==> config.mk <==
export PLATFORM = sky130hd
export DESIGN_NAME = coeff_serializer
export DESIGN_NICKNAME = d
export VERILOG_FILES = /design/src/rtl/jpeg_pkg.sv /design/src/rtl/next_nonzero_finder.sv /design/src/rtl/coeff_serializer.sv
export SDC_FILE = /design/constraint.sdc
export NUM_CORES = 2
export LEC_CHECK = 0
export CAP_MARGIN = 30
export CORE_ASPECT_RATIO = 0.8
export CORE_MARGIN = 4
export CORE_UTILIZATION = 45
export DETAILED_ROUTE_END_ITERATION = 12
export PLACE_DENSITY = 0.77
export REMOVE_ABC_BUFFERS = 1
export SYNTH_ARGS = -nofsm -noshare
export SYNTH_HDL_FRONTEND = slang
export SYNTH_SLANG_ARGS = --single-unit
==> constraint.sdc <==
create_clock -name clk -period 7.9 [get_ports clk]
set_input_delay 1.975 -clock clk [delete_from_list [all_inputs] [get_ports clk]]
set_output_delay 1.975 -clock clk [all_outputs]
set_load 0.02 [all_outputs]
==> src/rtl/jpeg_pkg.sv <==
// Shared JPEG coefficient-path constants, shared by the accumulator, serializer and entropy encoder.
// Also holds the FSM encoding and small mask helpers.
package jpeg_pkg;

  localparam int unsigned COEFF_WIDTH  = 12;
  localparam int unsigned BLOCK_COEFFS = 64;
  localparam int unsigned IDX_W        = 6;
  localparam int unsigned RUN_W        = 6;

  typedef enum logic [0:0] {
    StIdle,
    StEmit
  } ser_state_e;

  // Positions strictly above idx; the shift wraps to zero at the last slot, giving an empty mask.
  function automatic logic [BLOCK_COEFFS-1:0] above_mask(input logic [IDX_W-1:0] idx);
    logic [BLOCK_COEFFS-1:0] upto;
    upto = (BLOCK_COEFFS'(2) << idx) - BLOCK_COEFFS'(1);
    return ~upto;
  endfunction

endpackage

==> src/rtl/next_nonzero_finder.sv <==
// Masked priority encoder: lowest set mask bit strictly above the current index.
module next_nonzero_finder
  import jpeg_pkg::*;
(
  input  logic [BLOCK_COEFFS-1:0] mask_i,
  input  logic [IDX_W-1:0]        cur_idx_i,
  output logic [IDX_W-1:0]        next_idx_o,
  output logic                    found_o
);

  logic [BLOCK_COEFFS-1:0] cand;

  always_comb begin
    cand       = mask_i & above_mask(cur_idx_i);
    next_idx_o = '0;
    found_o    = 1'b0;
    // Scan downwards so the lowest candidate wins.
    for (int i = BLOCK_COEFFS - 1; i >= 0; i--) begin
      if (cand[i]) begin
        next_idx_o = IDX_W'(i);
        found_o    = 1'b1;
      end
    end
  end

endmodule

==> src/rtl/coeff_serializer.sv <==
// Serializes one parallel 64-coefficient block into (value, index, run) beats,
// optionally skipping zero AC coefficients and flagging the final beat of each block.
module coeff_serializer
  import jpeg_pkg::*;
#(
  parameter int unsigned WIDTH      = COEFF_WIDTH,
  parameter bit          SKIP_ZEROS = 1'b1
) (
  input  logic                          clk,
  input  logic                          rst_n,
  input  logic [WIDTH*BLOCK_COEFFS-1:0] block_in_flat,
  input  logic                          block_in_valid,
  output logic                          block_in_ready,
  output logic [WIDTH-1:0]              coeff_out,
  output logic [IDX_W-1:0]              coeff_index,
  output logic [RUN_W-1:0]              coeff_run,
  output logic                          coeff_valid,
  input  logic                          coeff_ready,
  output logic                          block_done,
  output logic                          coeff_eob
);

  localparam logic [IDX_W-1:0] LastIdx = IDX_W'(BLOCK_COEFFS - 1);

  ser_state_e                    state_q, state_d;
  logic                          ready_q, ready_d;
  logic                          valid_q, valid_d;
  logic [WIDTH*BLOCK_COEFFS-1:0] blk_q, blk_d;
  logic [BLOCK_COEFFS-1:0]       mask_q, mask_d;
  logic [WIDTH-1:0]              out_q, out_d;
  logic [IDX_W-1:0]              idx_q, idx_d;
  logic [RUN_W-1:0]              run_q, run_d;
  logic                          done_q, done_d;
  logic                          eob_q, eob_d;

  logic [BLOCK_COEFFS-1:0] in_mask;
  logic [BLOCK_COEFFS-1:0] look_mask;
  logic [IDX_W-1:0]        look_idx;
  logic                    look_found;
  logic [IDX_W-1:0]        nxt_idx;
  logic                    nxt_found;

  // Without zero skipping every slot counts as occupied, so the same stepping logic walks 0..63.
  always_comb begin
    in_mask = '1;
    if (SKIP_ZEROS) begin
      for (int i = 0; i < BLOCK_COEFFS; i++) begin
        in_mask[i] = |block_in_flat[i*WIDTH +: WIDTH];
      end
      in_mask[0] = 1'b1;
    end
  end

  next_nonzero_finder u_finder (
    .mask_i     (mask_q),
    .cur_idx_i  (idx_q),
    .next_idx_o (nxt_idx),
    .found_o    (nxt_found)
  );

  // Lookahead one beat further so block_done is registered alongside the beat it marks.
  assign look_mask  = (state_q == StIdle) ? in_mask : mask_q;
  assign look_idx   = (state_q == StIdle) ? '0 : nxt_idx;
  assign look_found = |(look_mask & above_mask(look_idx));

  always_comb begin
    state_d = state_q;
    valid_d = valid_q;
    blk_d   = blk_q;
    mask_d  = mask_q;
    out_d   = out_q;
    idx_d   = idx_q;
    run_d   = run_q;
    done_d  = done_q;
    eob_d   = eob_q;

    unique case (state_q)
      StIdle: begin
        if (ready_q && block_in_valid) begin
          blk_d   = block_in_flat;
          mask_d  = in_mask;
          out_d   = block_in_flat[WIDTH-1:0];
          idx_d   = '0;
          run_d   = '0;
          done_d  = ~look_found;
          eob_d   = ~look_found;
          valid_d = 1'b1;
          state_d = StEmit;
        end
      end
      StEmit: begin
        if (valid_q && coeff_ready) begin
          if (done_q || !nxt_found) begin
            valid_d = 1'b0;
            done_d  = 1'b0;
            eob_d   = 1'b0;
            state_d = StIdle;
          end else begin
            idx_d  = nxt_idx;
            out_d  = blk_q[int'(nxt_idx)*WIDTH +: WIDTH];
            run_d  = RUN_W'(nxt_idx - idx_q - IDX_W'(1));
            done_d = ~look_found;
            eob_d  = ~look_found && (nxt_idx != LastIdx);
          end
        end
      end
      default: state_d = StIdle;
    endcase

    ready_d = (state_d == StIdle);
  end

  always_ff @(posedge clk) begin
    if (!rst_n) begin
      state_q <= StIdle;
      ready_q <= 1'b0;
      valid_q <= 1'b0;
      blk_q   <= '0;
      mask_q  <= '0;
      out_q   <= '0;
      idx_q   <= '0;
      run_q   <= '0;
      done_q  <= 1'b0;
      eob_q   <= 1'b0;
    end else begin
      state_q <= state_d;
      ready_q <= ready_d;
      valid_q <= valid_d;
      blk_q   <= blk_d;
      mask_q  <= mask_d;
      out_q   <= out_d;
      idx_q   <= idx_d;
      run_q   <= run_d;
      done_q  <= done_d;
      eob_q   <= eob_d;
    end
  end

  assign block_in_ready = ready_q;
  assign coeff_valid    = valid_q;
  assign coeff_out      = out_q;
  assign coeff_index    = idx_q;
  assign coeff_run      = run_q;
  assign block_done     = done_q;
  assign coeff_eob      = eob_q;

endmodule

# --- Word level (Yosys, flattened, before mapping) ---
# Cells that the tools add are included.
totals:
  reg_bits: 861
  latchBits: 0
  ramBits: 0
  mem_bits_ro: 0
  output_inout_bits: 28
  memories: 0
op_classes:
  n_addsub: 4
  n_mul: 1
  div_mod_pow: 0
  magnitude_cmp: 0
  eq_ne: 5
  n_shift: 3
  muxes: 156
  bitwise_logic: 7
  n_reduce_logical: 73
op_table:
  columns: ["cell", "n"]
  rows:
  - ["$shiftx 768x11->12", 1]
  - ["$reduce_or 12->1", 63]
  - ["$mux 6", 70]
  - ["$and 64x64->64", 2]
  - ["$not 64->64", 2]
  - ["$shl 2x6->64 const A", 2]
  - ["$sub 64x2->64 const B", 2]
  - ["$mux 1", 75]
  - ["$mux 64", 1]
  - ["$reduce_or 64->1", 1]
  - ["$mux 12", 3]
  - ["$pmux 12 s2", 1]
  - ["$pmux 6 s2", 2]
  - ["$mul 6x2->8 const B", 1]
  - ["$pmux 1 s2", 4]
  - ["$ne 2x1->1 const B", 3]
  - ["$ne 6x6->1 const B", 1]
  - ["$reduce_and 3->1", 2]
  - ["$sub 6x1->6 const B", 1]
  - ["$sub 6x6->6", 1]
  - ["$reduce_and 2->1", 2]
  - ["$logic_and 1x1->1", 3]
  - ["$not 1->1", 3]
  - ["$ne 2x2->1 const B", 1]
  - ["other kinds (2)", 2]

# --- Logic depth before layout (Yosys ltp) ---
depth:
  depth_word: 79
  ltp_mapped: 36
  ltp_nobuf: 27

# --- Cells and area by module ---
# A second synthesis with hierarchy kept.
unflattened:
  cells_unflattened: 5163
  area_unflattened_um2: 42249.3
modules_own_cells:
  columns: ["module", "instances", "cells_per_inst", "area_per_inst_um2", "seq_area_each_um2"]
  rows:
  - ["coeff_serializer", 1, 4749, 39740.6, 17236.5]
  - ["next_nonzero_finder", 1, 414, 2508.7, 0.0]

# --- Least setup slack after synthesis ---
# Ideal clock, no wire load.
synth_timing:
  path_kind: "register to register"
  start: "reg idx_q[5], in the netlist coeff_index[5]"
  end: "reg eob_q, in the netlist coeff_eob"
  setup_ps: 69
  arrival_time_ps: 7347
  slack_ps: 484
  path_stages_with_launch: 34
  path_buffers: 10
  period_less_slack_ps: 7416
  cell_sequence: "dfxtp_1 > buf_2 > buf_2 > inv_1 > clkbuf_1 > clkbuf_1 > nand3_1 > ha_1 > buf_2 > or4b_2 > nand3_1 > a21oi_1 > or4_1 > or4_1 > nand4b_2 > nand2_2 > clkbuf_1 > clkbuf_1 > clkbuf_1 > buf_1 > nand4_1 > ha_1 > clkbuf_1 > nor2_1 > a2111oi_0 > a41oi_1 > nor4_1 > o2111ai_1 > a221o_1 > nor4_1 > nand4_1 > nor4_1 > o2111ai_1 > o21ai_1"
synth_via:
  elab_chain_cells: 79
  elab_cells_between_ends: 147
  cone_classes: "2 x add/sub; 1 x eq/ne; 2 x shift; 133 x mux; 5 x bitwise; 4 x reduce/logical"
synth_rtl:
  columns: ["item", "line", "text"]
  rows:
  - ["start: declaration", "coeff_serializer.sv:31", "logic [IDX_W-1:0] idx_q, idx_d;"]
  - ["start signal: assignment", "coeff_serializer.sv:132", "idx_q <= idx_d;"]
  - ["$shl 2x6->64 (*)", "jpeg_pkg.sv:18", "upto = (BLOCK_COEFFS'(2) << idx) - BLOCK_COEFFS'(1);"]
  - ["$sub 64x2->64 (*)", "jpeg_pkg.sv:18", null]
  - ["$not 64->64 (*)", "jpeg_pkg.sv:19", "return ~upto;"]
  - ["$and 64x64->64 (*)", "next_nonzero_finder.sv:14", "cand = mask_i & above_mask(cur_idx_i);"]
  - ["$mux 6 (64 in a row)", "next_nonzero_finder.sv:19", "if (cand[i]) begin"]
  - ["$mux 6", "coeff_serializer.sv:63", "assign look_idx = (state_q == StIdle) ? '0 : nxt_idx;"]
  - ["$shl 2x6->64", "jpeg_pkg.sv:18", null]
  - ["$sub 64x2->64", "jpeg_pkg.sv:18", null]
  - ["$not 64->64", "jpeg_pkg.sv:19", null]
  - ["$and 64x64->64", "coeff_serializer.sv:64", "assign look_found = |(look_mask & above_mask(look_idx));"]
  - ["$reduce_or 64->1", "coeff_serializer.sv:64", null]
  - ["$not 1->1", "coeff_serializer.sv:86, coeff_serializer.sv:103", null]
  - ["$logic_and 1x1->1", "coeff_serializer.sv:103", "eob_d = ~look_found && (nxt_idx != LastIdx);"]
  - ["$mux 1", "coeff_serializer.sv:93", "if (done_q || !nxt_found) begin"]
  - ["$mux 1", "coeff_serializer.sv:92", "if (valid_q && coeff_ready) begin"]
  - ["$pmux 1 s2 (*)", "coeff_serializer.sv:77", "unique case (state_q)"]
  - ["end signal: assignment", "coeff_serializer.sv:135", "eob_q <= eob_d;"]
  - ["end: declaration", "coeff_serializer.sv:34", "logic eob_q, eob_d;"]
# Every way passes the cells marked *; elsewhere a longest branch is shown, timed or not. The select of a mux whose other input is x is not followed.
# A chain may end at the register's enable or synchronous reset.

# --- Final worst setup path ---
layout_timing:
  start: "reg idx_q[2], in the netlist coeff_index[2]"
  end: "reg eob_q, in the netlist coeff_eob"
# The elaborated chain is that of the path after synthesis.

==> metrics <==
outcome finished, final reports clean; Ports 800; Final Skew 32.22 ps; via-per-instance ratio 6.070; clock-pin slew on the worst setup and hold paths 60 ps; Critical Path RT 8480 ps; Routed WL 198700 um; Synth warnings 0; crit path max-delay cell type a211oi_1; met1 WL 82560 um; worst min-delay path startpoint blk_q[559]$_SDFFE_PN0P_; Initial Util 45.63%; Final TNS setup 0 ps; grt ovf 0; post-CTS setup buffer count 0; Synth top area share 37.32%; design internal power 8.725 mW; Pre-Repair DR Iteration Count 6; FILL cells 9379; WL per Instance 24.30 um; most common cell after layout, fill and taps aside nand2_1; top sig layer met5; RSZ-0062 raised after global routing false; Worst Hold Path Cells 2; worst skew pair latency 670 ps; Min-Delay Path Class reg -> reg; Logic pwr share 33.2%; chip height 294.4 um; crit share post-route 93.46%; vias in the first global route 46600; reg-to-reg setup timing slack 520 ps; CTS tree yes; all-layer global routing usage 34.70%; Worst EP arrival 7960 ps; Critical Path Max Stage Delay 530 ps; FMAX 135.4 MHz; initial antenna violation count 22; H-tree Lvls 3; max-cap violations 0; reg-to-reg endpoint coeff_eob$_SDFFE_PN0P_; Leakage 19.70 nW; DRT antenna net count 0; clk sink count 860; Slew Limit Headroom 17.92%; worst slew pin tran 1200 ps; Residual DRC 0; CP max FO 23; Gate Count Post-Synth 6311; Reg2Reg Depth 25; Cell Rows 104; fin nets 7546; maximum vdd drop 192.9 uV; Switching Fraction 36.81%; Core Region 101100 um2; chip width 366.0 um; Clock power frac 32.7%; pwr/cell area 238.5 nW/um2; Post-synth EDFFs 0; DRT iter0 DRCs 6101; register area share after synthesis 37.32%; Final Max Tran Viols 0; Final setup viols 0; number of synthesized register bits 860; Longest Clk Path Bufs 3; Net Sw Power 5.083 mW; met2 wire length 87080 um; Mapped Area 46140 um2; sequential power share 34.1%; CTS buffer count 91; leading area contributor after synthesis dfxtp_1; dominant cells by area after synthesis dfxtp_1 37%, nand2_1 16%, a21boi_0 13%; commonest non-fill, non-tap cells in the layout 2003 x nand2_1, 858 x dfxtp_1, 798 x clkdlybuf4s50_1; Final Hold Vio Count 0; Synth async-reset ratio 0%; die area 107700 um2; FF-to-FF Start coeff_index[2]$_SDFFE_PN0P_; ys flop type dfxtp_1; Setup crit end kind register; synth-to-layout area growth 25.51%; startpoint types register; hold-fix buffers at CTS 0; Root Buffer Master clkbuf_16; Distinct cells, synth 103; GPL Wtd Cong 1.012; crit path kind reg -> reg; largest net degree at the start of global routing 239; Final min period 7383 ps; Post-DP HPWL 145400 um; WL met3 19550 um; Final Util 57.27%; Syn Area/Cell 7.311 um2; most frequent CP cell nor4_1; total power 13.81 mW; hold_ws 461.2 ps; via count 49640; port bufs 799; first-pass GRT wire length 290400 um; layout cells sized above 1 4.664%; Hold Path Sink blk_q[559]$_SDFFE_PN0P_
## Yosys cell counts, types with 8 or more instances
library cell / instances
xnor2_1: 21
o221ai_1: 8
nand4_1: 23
inv_1: 18
o211a_1: 35
a21oi_1: 129
o21ai_0: 188
and3_1: 130
buf_1: 39
o31ai_1: 16
buf_2: 27
o311ai_0: 13
mux2i_1: 71
nand2_1: 2003
nor2_1: 332
nor2b_1: 10
nand2b_1: 23
mux2_2: 8
o211ai_1: 58
clkbuf_1: 471
dfxtp_1: 860
a211oi_1: 135
a21boi_0: 788
nand3_1: 156
a21o_1: 9
nor3b_1: 39
or2_2: 12
or3_1: 56
and2_1: 13
nor3_1: 63
a311oi_1: 99
o22ai_1: 23
o21a_1: 10
nor4_1: 211
a211o_1: 17
a31oi_1: 35
## metal layers
layer | global-route usage, % | vias to the layer above
met4 | 15.06 | 12
li1 | - | 23000
met5 | 0 | -
met1 | 46.30 | 23680
met3 | 8.495 | 501
met2 | 53.57 | 2447
## through the flow
stage / instance area, um2 / worst slack (ps) / std cells
global route: 57900 / 3.663 / 8174
floorplan: 44070 / -26520 / 5772
global placement: 54710 / 447.8 / 7995
detailed placement: 54710 / 555.9 / 7996
finish: 57910 / 517.0 / 8177
CTS: 57830 / 506.5 / 8162
## what timing repair did
action                                  4_1_cts  5_1_grt
endpoints found under the setup margin        0        2
endpoints found under the hold margin         0        0
resized for setup                             0        3
## worst max-delay path by stage
stage | startpoint | end | slack, ps
after floorplan | state_q$_SDFF_PN0_ | coeff_index[1]$_SDFFE_PN0P_ | -26520
after global placement | coeff_index[2]$_SDFFE_PN0P_ | coeff_eob$_SDFFE_PN0P_ | 450
after detailed placement | coeff_index[2]$_SDFFE_PN0P_ | coeff_eob$_SDFFE_PN0P_ | 560
after CTS | coeff_index[2]$_SDFFE_PN0P_ | coeff_eob$_SDFFE_PN0P_ | 510
after global routing | coeff_index[2]$_SDFFE_PN0P_ | coeff_eob$_SDFFE_PN0P_ | 4
final | coeff_index[2]$_SDFFE_PN0P_ | coeff_eob$_SDFFE_PN0P_ | 520
## final cells by class
| class | count | area (um2) | share of cell area [%] |
|---|---|---|---|
| multi-input cells | 4891 | 26860 | 46.38 |
| flip-flops and latches | 860 | 17220 | 29.74 |
| repair buffers | 901 | 8921 | 15.41 |
| clock buffers | 128 | 2608 | 4.503 |
| well taps | 1325 | 1658 | 2.863 |
| clock inverters | 38 | 511.7 | 0.8837 |
| inverters | 21 | 96.34 | 0.1664 |
| diodes | 13 | 32.53 | 0.05618 |
## worst max-delay path: cells and delay by family (launching register included)
family          cells  cell delay [ps]
fa+ha+maj           2              660
simple gates        9             2600
xor+xnor            1              190
buf+inv             3              890
compound gates     10             2600
flops               1              350
## registers in the layout (all words and copies together), names as in the netlist
name and cells:
block_done 1, state_q 1, coeff_valid 1, coeff_out 12, blk_q 768, coeff_run 6, mask_q 63, coeff_eob 1
block_in_ready 1, coeff_index 6
## kinds of logic after synthesis
family / Yosys count / share of synthesized area, %
adders and majority gates: 8 / 0.2332
xor gates and xnor gates: 28 / 0.5315
and+or+nand+nor: 3125 / 29.61
AOI/OAI and AO/OA: 1651 / 25.92
muxes: 79 / 1.736
DFF: 860 / 37.32
buffers and inverters: 560 / 4.662
## power groups by stage
stage	Clock, mW	Combinational [mW]	Sequential [mW]
2_1_floorplan	0	2.85	4.76
3_3_place_gp	0	4.41	4.79
3_5_place_dp	0	4.43	4.80
4_1_cts	4.55	4.45	4.70
5_1_grt	4.73	4.84	4.73
6_report	4.52	4.58	4.71
Note: power is estimated with default switching activity, not from simulation.
